[src/rtl/reservation_alu2_issue_pkg.sv]
// Shared definitions for the ALU2 reservation station issue path.
// Holds the payload width, the bit position of every payload field and a
// packed struct view of the payload. LSB-first field order.
package reservation_alu2_pkg;

    localparam int RS_ALU2_PAYLOAD_W = 96;

    // Field offsets (bit position of the field's LSB) and widths
    localparam int RS_ALU2_COMMIT_TAG_OFS         = 0;
    localparam int RS_ALU2_COMMIT_TAG_W           = 6;
    localparam int RS_ALU2_DEST_REGNAME_OFS       = 6;
    localparam int RS_ALU2_DEST_REGNAME_W         = 6;
    localparam int RS_ALU2_SOURCE1_OFS            = 12;
    localparam int RS_ALU2_SOURCE1_W              = 32;
    localparam int RS_ALU2_SOURCE0_OFS            = 44;
    localparam int RS_ALU2_SOURCE0_W              = 32;
    localparam int RS_ALU2_FLAGS_REGNAME_OFS      = 76;
    localparam int RS_ALU2_FLAGS_REGNAME_W        = 4;
    localparam int RS_ALU2_FLAGS_OPT_VALID_OFS    = 80;
    localparam int RS_ALU2_ADDER_OFS              = 81;
    localparam int RS_ALU2_SHIFT_OFS              = 82;
    localparam int RS_ALU2_LOGIC_OFS              = 83;
    localparam int RS_ALU2_SYS_REG_OFS            = 84;
    localparam int RS_ALU2_AFE_OFS                = 85;
    localparam int RS_ALU2_AFE_W                  = 4;
    localparam int RS_ALU2_CMD_OFS                = 89;
    localparam int RS_ALU2_CMD_W                  = 5;
    localparam int RS_ALU2_WRITEBACK_OFS          = 94;
    localparam int RS_ALU2_DESTINATION_SYSREG_OFS = 95;

    // Packed structs list the MSB first, so the fields appear here in
    // reverse of the LSB-first layout above. The "logic" field is named
    // logic_op because logic is a keyword.
    typedef struct packed {
        logic        destination_sysreg;
        logic        writeback;
        logic [4:0]  cmd;
        logic [3:0]  afe;
        logic        sys_reg;
        logic        logic_op;
        logic        shift;
        logic        adder;
        logic        flags_opt_valid;
        logic [3:0]  flags_regname;
        logic [31:0] source0;
        logic [31:0] source1;
        logic [5:0]  dest_regname;
        logic [5:0]  commit_tag;
    } rs_alu2_payload_t;

endpackage

[src/rtl/reservation_alu2_issue_if.sv]
// Bundle between the ALU2 reservation entries / ALU2 unit and the issue
// stage. The issue stage sits on the slave modport; the entries and the
// ALU side (or a testbench) sit on the master modport.
interface reservation_alu2_issue_if
    import reservation_alu2_pkg::*;
#(
    parameter int ENTRY_N = 4
);
    logic                                  iFLUSH;
    logic [ENTRY_N-1:0]                    iENTRY_REGIST;
    logic [ENTRY_N-1:0]                    iENTRY_VALID;
    logic [ENTRY_N-1:0]                    iENTRY_MATCHING;
    logic [ENTRY_N*RS_ALU2_PAYLOAD_W-1:0]  iENTRY_PAYLOAD;
    logic [ENTRY_N-1:0]                    oENTRY_EXOUT_VALID;
    logic                                  iALU_LOCK;
    logic                                  oALU_VALID;
    logic [RS_ALU2_PAYLOAD_W-1:0]          oALU_PAYLOAD;

    modport master (
        output iFLUSH, iENTRY_REGIST, iENTRY_VALID, iENTRY_MATCHING,
               iENTRY_PAYLOAD, iALU_LOCK,
        input  oENTRY_EXOUT_VALID, oALU_VALID, oALU_PAYLOAD
    );

    modport slave (
        input  iFLUSH, iENTRY_REGIST, iENTRY_VALID, iENTRY_MATCHING,
               iENTRY_PAYLOAD, iALU_LOCK,
        output oENTRY_EXOUT_VALID, oALU_VALID, oALU_PAYLOAD
    );

endinterface

[src/rtl/reservation_alu2_issue_age_matrix.sv]
// Age matrix for a reservation station: tracks relative age of the entries
// from their registration strobes and returns the oldest ready entry as a
// one-hot vector. Reusable by any station with the same regist/ready view.
module reservation_age_matrix #(
    parameter int ENTRY_N = 4
) (
    input  logic               clk,
    input  logic               rst,
    input  logic [ENTRY_N-1:0] regist,
    input  logic [ENTRY_N-1:0] rdy,
    output logic [ENTRY_N-1:0] oldest
);

    // age[i][j] = 1 means entry i is older than entry j; diagonal stays 0
    logic [ENTRY_N-1:0] age [ENTRY_N];
    logic [ENTRY_N-1:0] cand;
    logic               found;

    // A registering entry becomes youngest; among simultaneous strobes the lower index is older
    always_ff @(posedge clk) begin
        if (rst) begin
            for (int i = 0; i < ENTRY_N; i++) begin
                age[i] <= '0;
            end
        end else begin
            for (int i = 0; i < ENTRY_N; i++) begin
                for (int j = 0; j < ENTRY_N; j++) begin
                    if (i != j) begin
                        if (regist[i] && regist[j]) begin
                            age[i][j] <= (i < j) ? 1'b1 : 1'b0;
                        end else if (regist[i]) begin
                            age[i][j] <= 1'b0;
                        end else if (regist[j]) begin
                            age[i][j] <= 1'b1;
                        end
                    end
                end
            end
        end
    end

    // A ready entry is a candidate when no other ready entry is older than it
    always_comb begin
        cand = '0;
        for (int i = 0; i < ENTRY_N; i++) begin
            cand[i] = rdy[i];
            for (int j = 0; j < ENTRY_N; j++) begin
                if ((j != i) && rdy[j] && age[j][i]) begin
                    cand[i] = 1'b0;
                end
            end
        end
    end

    // Equal ages (e.g. right after reset) leave several candidates; lowest index wins
    always_comb begin
        oldest = '0;
        found  = 1'b0;
        for (int i = 0; i < ENTRY_N; i++) begin
            if (cand[i] && !found) begin
                oldest[i] = 1'b1;
                found     = 1'b1;
            end
        end
    end

endmodule

[src/rtl/reservation_alu2_issue.sv]
// ALU2 issue-select stage. Picks the oldest ready reservation entry, pulses
// its EXOUT_VALID (combinational grant) so it frees itself on the same edge,
// and registers its payload into a single output stage feeding ALU2.
// Honours ALU back-pressure (iALU_LOCK) and pipeline flush.
// Optional build macro RESERVATION_ALU2_ISSUE_PERF_EN adds saturating
// issue/stall performance counters.
module reservation_alu2_issue
    import reservation_alu2_pkg::*;
#(
    parameter int ENTRY_N   = 4,
    parameter int PAYLOAD_W = RS_ALU2_PAYLOAD_W
) (
    input  logic                     iCLOCK,
    input  logic                     iRESET_SYNC,
    reservation_alu2_issue_if.slave  bus
`ifdef RESERVATION_ALU2_ISSUE_PERF_EN
    ,
    output logic [31:0]              oPERF_ISSUE_COUNT,
    output logic [31:0]              oPERF_STALL_COUNT
`endif
);

    logic [ENTRY_N-1:0]   rdy;
    logic [ENTRY_N-1:0]   sel;
    logic [ENTRY_N-1:0]   grant;
    logic                 can_issue;
    logic                 any_grant;
    logic [PAYLOAD_W-1:0] grant_payload;
    logic                 alu_valid;
    rs_alu2_payload_t     alu_payload;

    assign rdy = bus.iENTRY_VALID & bus.iENTRY_MATCHING;

    reservation_age_matrix #(
        .ENTRY_N (ENTRY_N)
    ) u_age (
        .clk    (iCLOCK),
        .rst    (iRESET_SYNC),
        .regist (bus.iENTRY_REGIST),
        .rdy    (rdy),
        .oldest (sel)
    );

    // A held op blocks issue; a consumed op (lock low) frees the slot in the same cycle
    assign can_issue = !bus.iFLUSH && !(alu_valid && bus.iALU_LOCK);
    assign grant     = iRESET_SYNC ? '0 : (sel & {ENTRY_N{can_issue}});
    assign any_grant = |grant;

    // One-hot payload mux of the selected entry
    always_comb begin
        grant_payload = '0;
        for (int i = 0; i < ENTRY_N; i++) begin
            if (sel[i]) begin
                grant_payload = grant_payload | bus.iENTRY_PAYLOAD[i*PAYLOAD_W +: PAYLOAD_W];
            end
        end
    end

    // Output stage: flush beats grant, grant beats drain, lock holds the op
    always_ff @(posedge iCLOCK) begin
        if (iRESET_SYNC) begin
            alu_valid   <= 1'b0;
            alu_payload <= '0;
        end else if (bus.iFLUSH) begin
            alu_valid <= 1'b0;
        end else if (any_grant) begin
            alu_valid   <= 1'b1;
            alu_payload <= rs_alu2_payload_t'(grant_payload);
        end else if (!bus.iALU_LOCK) begin
            alu_valid <= 1'b0;
        end
    end

    assign bus.oENTRY_EXOUT_VALID = grant;
    assign bus.oALU_VALID         = alu_valid;
    assign bus.oALU_PAYLOAD       = alu_payload;

`ifdef RESERVATION_ALU2_ISSUE_PERF_EN
    logic [31:0] issue_count;
    logic [31:0] stall_count;

    // Saturating counters of grants and stalled cycles; only reset clears them
    always_ff @(posedge iCLOCK) begin
        if (iRESET_SYNC) begin
            issue_count <= '0;
            stall_count <= '0;
        end else begin
            if (any_grant && (issue_count != 32'hFFFF_FFFF)) begin
                issue_count <= issue_count + 32'd1;
            end
            if (alu_valid && bus.iALU_LOCK && (stall_count != 32'hFFFF_FFFF)) begin
                stall_count <= stall_count + 32'd1;
            end
        end
    end

    assign oPERF_ISSUE_COUNT = issue_count;
    assign oPERF_STALL_COUNT = stall_count;
`endif

endmodule

[src/flat_wrapper.sv]
// flat-port wrapper written by rule: the top's interface ports become plain ports
module reservation_alu2_issue_flat import reservation_alu2_pkg::*;
#(
    parameter int ENTRY_N   = 4,
    parameter int PAYLOAD_W = RS_ALU2_PAYLOAD_W
)
  (iCLOCK, iRESET_SYNC, bus_iFLUSH, bus_iENTRY_REGIST, bus_iENTRY_VALID, bus_iENTRY_MATCHING, bus_iENTRY_PAYLOAD, bus_iALU_LOCK, bus_oENTRY_EXOUT_VALID, bus_oALU_VALID, bus_oALU_PAYLOAD);
  reservation_alu2_issue_if #(.ENTRY_N(ENTRY_N)) bus_i ();
  input  logic iCLOCK;
  input  logic iRESET_SYNC;
  input wire logic [$bits(bus_i.iFLUSH)-1:0] bus_iFLUSH;
  input wire logic [$bits(bus_i.iENTRY_REGIST)-1:0] bus_iENTRY_REGIST;
  input wire logic [$bits(bus_i.iENTRY_VALID)-1:0] bus_iENTRY_VALID;
  input wire logic [$bits(bus_i.iENTRY_MATCHING)-1:0] bus_iENTRY_MATCHING;
  input wire logic [$bits(bus_i.iENTRY_PAYLOAD)-1:0] bus_iENTRY_PAYLOAD;
  input wire logic [$bits(bus_i.iALU_LOCK)-1:0] bus_iALU_LOCK;
  output wire logic [$bits(bus_i.oENTRY_EXOUT_VALID)-1:0] bus_oENTRY_EXOUT_VALID;
  output wire logic [$bits(bus_i.oALU_VALID)-1:0] bus_oALU_VALID;
  output wire logic [$bits(bus_i.oALU_PAYLOAD)-1:0] bus_oALU_PAYLOAD;
  assign bus_i.iFLUSH = bus_iFLUSH;
  assign bus_i.iENTRY_REGIST = bus_iENTRY_REGIST;
  assign bus_i.iENTRY_VALID = bus_iENTRY_VALID;
  assign bus_i.iENTRY_MATCHING = bus_iENTRY_MATCHING;
  assign bus_i.iENTRY_PAYLOAD = bus_iENTRY_PAYLOAD;
  assign bus_i.iALU_LOCK = bus_iALU_LOCK;
  assign bus_oENTRY_EXOUT_VALID = bus_i.oENTRY_EXOUT_VALID;
  assign bus_oALU_VALID = bus_i.oALU_VALID;
  assign bus_oALU_PAYLOAD = bus_i.oALU_PAYLOAD;
  reservation_alu2_issue #(.ENTRY_N(ENTRY_N), .PAYLOAD_W(PAYLOAD_W)) u_core (.iCLOCK(iCLOCK), .iRESET_SYNC(iRESET_SYNC), .bus(bus_i));
endmodule
[config.mk]
export PLATFORM = sky130hd
export DESIGN_NAME = reservation_alu2_issue_flat
export DESIGN_NICKNAME = d
export VERILOG_FILES = /design/src/rtl/reservation_alu2_issue_pkg.sv /design/src/rtl/reservation_alu2_issue_if.sv /design/src/rtl/reservation_alu2_issue_age_matrix.sv /design/src/rtl/reservation_alu2_issue.sv /design/src/flat_wrapper.sv
export SDC_FILE = /design/constraint.sdc
export NUM_CORES = 1
export LEC_CHECK = 0
export ABC_AREA = 1
export CAP_MARGIN = 10
export CORE_AREA = 2 2 196 198
export DETAILED_ROUTE_END_ITERATION = 12
export DIE_AREA = 0 0 198 200
export PLACE_DENSITY_LB_ADDON = 0.1
export SLEW_MARGIN = 10
export SYNTH_ARGS = -nofsm -noshare
export SYNTH_HDL_FRONTEND = slang
export SYNTH_HIERARCHICAL = 1
export SYNTH_SLANG_ARGS = --single-unit
[constraint.sdc]
create_clock -name iCLOCK -period 4.2 [get_ports iCLOCK]
set_input_delay 0.84 -clock iCLOCK [delete_from_list [all_inputs] [get_ports iCLOCK]]
set_output_delay 0.84 -clock iCLOCK [all_outputs]
set_load 0.03 [all_outputs]
# After elaboration in Yosys (flattened, before gate mapping)

Memory sizes are Yosys's and may differ from the RTL's.
Index checks and enable logic that the tools add are counted.

Register bits after elaboration: 97
Bits in writable memories: 16
Input bits: 400
Output and inout port bits: 101
Logic and storage cells: 259
Memories: 1

Memories:

| name             | depth | bits a word | rd ports | clocked after Yosys merged registers in | write ports | RTL line                                | source |
|---|---|---|---|---|---|---|---|
| u_core.u_age.age | 4     | 4           | 4        | 0                                       | 4           | reservation_alu2_issue_age_matrix.sv:15 | `logic [ENTRY_N-1:0] age [ENTRY_N];` |

Equal/unequal tests: 1
Mux-type cells: 169
Bitwise gates (word level): 42
Reductions and logical operators: 31

Operators by type and width:

| kind                                                                    | count |
|---|---|
| 96-bit two-way mux                                                      | 4 |
| 96-bit OR                                                               | 3 |
| 1-bit two-way mux                                                       | 164 |
| 1-bit OR                                                                | 36 |
| 1-bit logical AND                                                       | 23 |
| 4-bit bitwise AND                                                       | 2 |
| 1-bit logical NOT                                                       | 5 |
| 4-bit two-way mux                                                       | 1 |
| 4-bit OR reduction                                                      | 1 |
| 2-bit by 1-bit inequality test with 1-bit output, second input constant | 1 |
| 2-bit AND reduction                                                     | 1 |
| 2-bit OR reduction                                                      | 1 |
| 1-bit inverter                                                          | 1 |

# Logic depth before layout (Yosys ltp)

Depth after elaboration: 19
Mapped depth: 16
Mapped depth without buffers: 14

# Hierarchy

Netlist, hierarchy kept.

By module, submodules not included:

| module                 | instances | cells each | area an instance (um^2) | seq. area each (um^2) |
|---|---|---|---|---|
| reservation_alu2_issue | 1         | 1,168      | 6,458.7                 | 1,941.9 |
| reservation_age_matrix | 1         | 79         | 625.6                   | 360.3 |

# Worst setup path after synthesis

OpenSTA, ideal clock, no wires.

Path kind: in2out
Start point: input bus_iENTRY_VALID[2]
End point: output bus_oENTRY_EXOUT_VALID[2]
Data arrival time: 1.745 ns
Required time: 3.360 ns
Slack: 1.615 ns
Stages on the path: 11
Path buffers: 1
Path through: nand2_1 inv_1 nand2_1 nand2_1 inv_1 nand2_1 nand2_1 nor2_1 buf_2 nand3_1 inv_1

Cells in the longest elaborated chain, start to end: 13
Elaborated cells between the ends (all ways): 19
Those cells by class: mux (11); bitwise (2); reduce/logical (6)

RTL lines:

| element                        | RTL line                                | source |
|---|---|---|
| start, declared                | flat_wrapper.sv:13                      | `input wire logic [$bits(bus_i.iENTRY_VALID)-1:0] bus_iENTRY_VALID;` |
| 4-bit bitwise AND *            | reservation_alu2_issue.sv:32            | `assign rdy = bus.iENTRY_VALID & bus.iENTRY_MATCHING;` |
| net u_core.rdy[2]              | reservation_alu2_issue.sv:23            | `logic [ENTRY_N-1:0] rdy;` |
| 1-bit logical AND              | reservation_alu2_issue_age_matrix.sv:48 | `if ((j != i) && rdy[j] && age[j][i]) begin` |
| 1-bit two-way mux (2 in a row) | reservation_alu2_issue_age_matrix.sv:48 |  |
| 1-bit two-way mux              | reservation_alu2_issue_age_matrix.sv:60 | `if (cand[i] && !found) begin` |
| 1-bit logical NOT              | reservation_alu2_issue_age_matrix.sv:60 |  |
| 1-bit logical AND              | reservation_alu2_issue_age_matrix.sv:60 |  |
| 1-bit two-way mux              | reservation_alu2_issue_age_matrix.sv:60 |  |
| 1-bit logical NOT              | reservation_alu2_issue_age_matrix.sv:60 |  |
| 1-bit logical AND *            | reservation_alu2_issue_age_matrix.sv:60 |  |
| 1-bit two-way mux *            | reservation_alu2_issue_age_matrix.sv:60 |  |
| net u_core.sel[2]              | reservation_alu2_issue.sv:24            | `logic [ENTRY_N-1:0] sel;` |
| 4-bit bitwise AND *            | reservation_alu2_issue.sv:46            | `assign grant = iRESET_SYNC ? '0 : (sel & {ENTRY_N{can_issue}});` |
| 4-bit two-way mux *            | reservation_alu2_issue.sv:46            |  |
| end, declared                  | flat_wrapper.sv:17                      | `output wire logic [$bits(bus_i.oENTRY_EXOUT_VALID)-1:0] bus_oENTRY_EXOUT_VALID;` |

The timed path passes the listed nets; every way through them passes the cells marked *.

# Final worst setup path

Start point: input bus_iENTRY_VALID[3]
End point: output bus_oENTRY_EXOUT_VALID[3]

Cells in the longest elaborated chain, start to end: 15
Elaborated cells between the ends (all ways): 22
Those cells by class: mux (11); bitwise (2); reduce/logical (9)

RTL lines:

| element             | RTL line |
|---|---|
| 4-bit bitwise AND * | reservation_alu2_issue.sv:32 |
| net u_core.rdy[3]   | reservation_alu2_issue.sv:23 |
| 1-bit logical AND   | reservation_alu2_issue_age_matrix.sv:48 |
| 1-bit two-way mux   | reservation_alu2_issue_age_matrix.sv:48 |
| 1-bit two-way mux   | reservation_alu2_issue_age_matrix.sv:60 |
| 1-bit logical NOT   | reservation_alu2_issue_age_matrix.sv:60 |
| 1-bit logical AND   | reservation_alu2_issue_age_matrix.sv:60 |
| 1-bit two-way mux   | reservation_alu2_issue_age_matrix.sv:60 |
| 1-bit logical NOT   | reservation_alu2_issue_age_matrix.sv:60 |
| 1-bit logical AND   | reservation_alu2_issue_age_matrix.sv:60 |
| 1-bit two-way mux   | reservation_alu2_issue_age_matrix.sv:60 |
| 1-bit logical NOT   | reservation_alu2_issue_age_matrix.sv:60 |
| 1-bit logical AND * | reservation_alu2_issue_age_matrix.sv:60 |
| 1-bit two-way mux * | reservation_alu2_issue_age_matrix.sv:60 |
| net u_core.sel[3]   | reservation_alu2_issue.sv:24 |
| 4-bit bitwise AND * | reservation_alu2_issue.sv:46 |
| 4-bit two-way mux * | reservation_alu2_issue.sv:46 |

Marks and branches as above.

==> results by group <==
Status
  – Status: completed

Final layout
  – Area occupied by multi-input gates: a little under 0.004 mm^2
  – Final core occ: approximately a third
  – Most common cell after layout, fill and taps aside: nand2_1
  – N_diodes: 0
  – Fillcell total: approximately 4,100
  – Most frequent cells in the layout: 520 x nand2_1, 499 x clkdlybuf4s50_1, 203 x nor2_1
  – Nets: around 2,100
  – Area growth from synthesis to layout: 80.7%
  – Share of post-route cells with drive strength above 1: under 10%
  – Flip-flop and latch area: around 0.0023 mm^2

Placed design
  – Placer congestion estimate: about 0.79
  – Hpwl dp: between 20 and 30 mm
  – IO Port Bufs: 500

GRT
  – Vias in the first global route: between 9,000 and 10,000
  – First-pass GRT wire length: 51.3 mm
  – GR Util All Layers: between 10% and 20%
  – Pin count of the biggest net entering global routing: between 90 and 100
  – Gr ovfl total: 0
  – Initial antenna violation count: 0

Power and ir drop
  – Internal power: approximately 2200 uW
  – Switching power: 1090 uW
  – Clock power frac: a little over a quarter
  – Net Sw Frac: 33.0%
  – Pwr dens: between 200 and 300 mW/mm^2
  – Power share of the combinational group: 37.9%
  – Pleak: 0.00549 uW
  – Peak VDD IR: between 0.15 and 0.2 mV
  – Sequential cell fraction of total power: between 30% and 40%

Critical path
  – Buf/Inv on CP: 5
  – CP cell instances: clkdlybuf4s50_1, nand2_1, inv_1, nand2_1, nand2_1, inv_1, nand2_1, nand2_1, nor2_4, nand3_1, inv_1, clkdlybuf4s50_1
  – WP data arrival: around 3.0 ns
  – Slowest CP cell: clkdlybuf4s50_1
  – Most numerous cell on the critical path: nand2_1
  – Crit Path Category: primary input to output port
  – Crit path largest cell delay: between 0.6 and 0.7 ns
  – Critical Path Start: bus_iENTRY_VALID[3]
  – Reg2reg start: u_core/u_age/age[0][0]
  – Largest delay share family, worst path: buffers and inverters
  – Startpoint Class: primary input
  – Critical path peak fanout: 4
  – CP endpoint kind: output port
  – WP data required: 3.36 ns

STA
  – Worst-Margin Slew: just over 0.8 ns
  – Slew Viols, Final: 0
  – WHS: approximately 0.54 ns
  – Final period utilization: between 90% and 100%
  – Crit path time final: 3.84 ns
  – Peak Freq: between 200 and 300 MHz
  – Clk_skew: between 0.009 and 0.01 ns
  – Final Setup Violations: 0
  – RSZ-0062 raised after global routing: false
  – TNS Setup: 0 ns
  – Fin. Hold Viols: 0
  – Rel. slew slack: a little under half

Route
  – Vias: about 9,200
  – Vias/cell: 4.19
  – Routed Antenna Nets: 0
  – DRC viols: 0
  – DR WL/cell: about 16 um
  – Initial drt markers: between 300 and 400
  – 1st-pass router iterations: 7
  – WL final: roughly 35 mm

Synthesis
  – Mapped Cells: 1,247
  – Post-Syn Nets: about 1,600
  – Sequential element share of the synthesized area: roughly a third
  – Synth warn: 6
  – Post-Syn Area: slightly above 0.007 mm^2
  – Synth Area per Inst: about 5.7 um^2
  – Post-synth cell types: 19
  – Number of synthesized register bits: 109

Clock network
  – CTS clk-pin slew, worst paths: 0.07 ns
  – Clk sinks: around 110
  – H-tree lvl count: 3
  – Skew-Pair Late Insertion Delay: between 0.3 and 0.4 ns
  – Num CTS Buffers: 9
  – CTS Root Cell: clkbuf_16
  – Post_cts resized: 0
  – TritonCTS clock tree: done
  – CTS Hold Bufs: 0
  – Clock tree buffer depth: 2
  – Post-CTS Setup Bufs: 0

Floorplanning
  – I/O Pins: roughly 500
  – Die Y: about 200 um
  – Core area: 0.0374 mm^2
  – Die ar.: just under 0.04 mm^2
  – Width of the die: between 150 and 200 um
  – Starting Density: 18.9%
  – Row cnt: between 70 and 80

Hold path
  – Worst Hold Class: flop to flop
  – Hold_sp: u_core/bus.oALU_PAYLOAD[55]

Flow run
  – Max-Cap Viols: 0
==> flip-flops by register name, indices dropped and copies added, names as in the netlist <==
name and cells:
u_core/bus.oALU_VALID 1, u_core/u_age/age 12, u_core/bus.oALU_PAYLOAD 96
==> stage by stage <==
stage	total power (uW)	setup WS (ns)	std cells	instance area, um^2
2_1_floorplan	1780	1.61	1247	7080
3_3_place_gp	2470	0.371	2188	12500
3_5_place_dp	2480	0.342	2188	12500
4_1_cts	3390	0.341	2204	12800
5_1_grt	3530	0.149	2204	12800
6_report	3310	0.362	2204	12800
==> logic make-up after synthesis <==
kind of cell    after synthesis  share of synthesized area (%)
compound gates                4                          0.494
buf+inv                     203                           12.1
flops                       109                           32.5
simple gates                931                           54.9
==> worst paths after layout <==
path	depth (start not counted)	to	slack, ns
min	4	u_core/bus.oALU_PAYLOAD[55]	0.54
max	12	bus_oENTRY_EXOUT_VALID[3]	0.36
max reg2reg	10	u_core/bus.oALU_PAYLOAD[67]	2.05
min reg2reg	4	u_core/bus.oALU_PAYLOAD[55]	0.54
==> cells in the mapped netlist (all sizes together) <==
master	number	area (um^2)
nand2	522	1960
nand4	96	601
edfxtp	12	360
nor2	209	802
a21oi	2	10.0
nand3	100	500
buf	47	274
clkbuf	38	143
nor3	4	20.0
clkinv	2	7.51
inv	116	435
o211ai	2	25.0
dfxtp	97	1940
==> layer usage <==
layer | part of all wire, % | GRT usage, %
met4 | 1.4 | 4.18
met2 | 50 | 31.3
met3 | 8.5 | 5.28
met5 | 0 | 0
met1 | 40 | 18.8
==> worst reg2reg max path, stage by stage (launching register included) <==
cell and delay (ns):
edfxtp_1 0.41, a21oi_1 0.16, nand2_1 0.12, nand2_1 0.19
nor2_4 0.08, nand3_1 0.12, nand2_1 0.10, nor2_4 0.11
buf_4 0.50, nor2_1 0.17, nor2_1 0.13
==> cell type report <==
| class | instances | share of cell area (%) |
|---|---|---|
| clock buffer | 11 | 2.06 |
| inverter | 118 | 3.48 |
| sequential | 109 | 18.0 |
| timing repair buffer | 515 | 40.3 |
| tap | 511 | 5.00 |
| clock inverter | 5 | 0.254 |
| multi-input combinational | 935 | 31.0 |
==> power by group through the flow <==
stage / combinational (uW) / sequential, uW / clock [uW]
3_5_place_dp: 1270 / 1210 / 0
6_report: 1250 / 1180 / 872
2_1_floorplan: 419 / 1360 / 0
4_1_cts: 1270 / 1180 / 927
3_3_place_gp: 1270 / 1210 / 0
5_1_grt: 1370 / 1190 / 964
No activity file was read; power rests on OpenSTA's default activity.
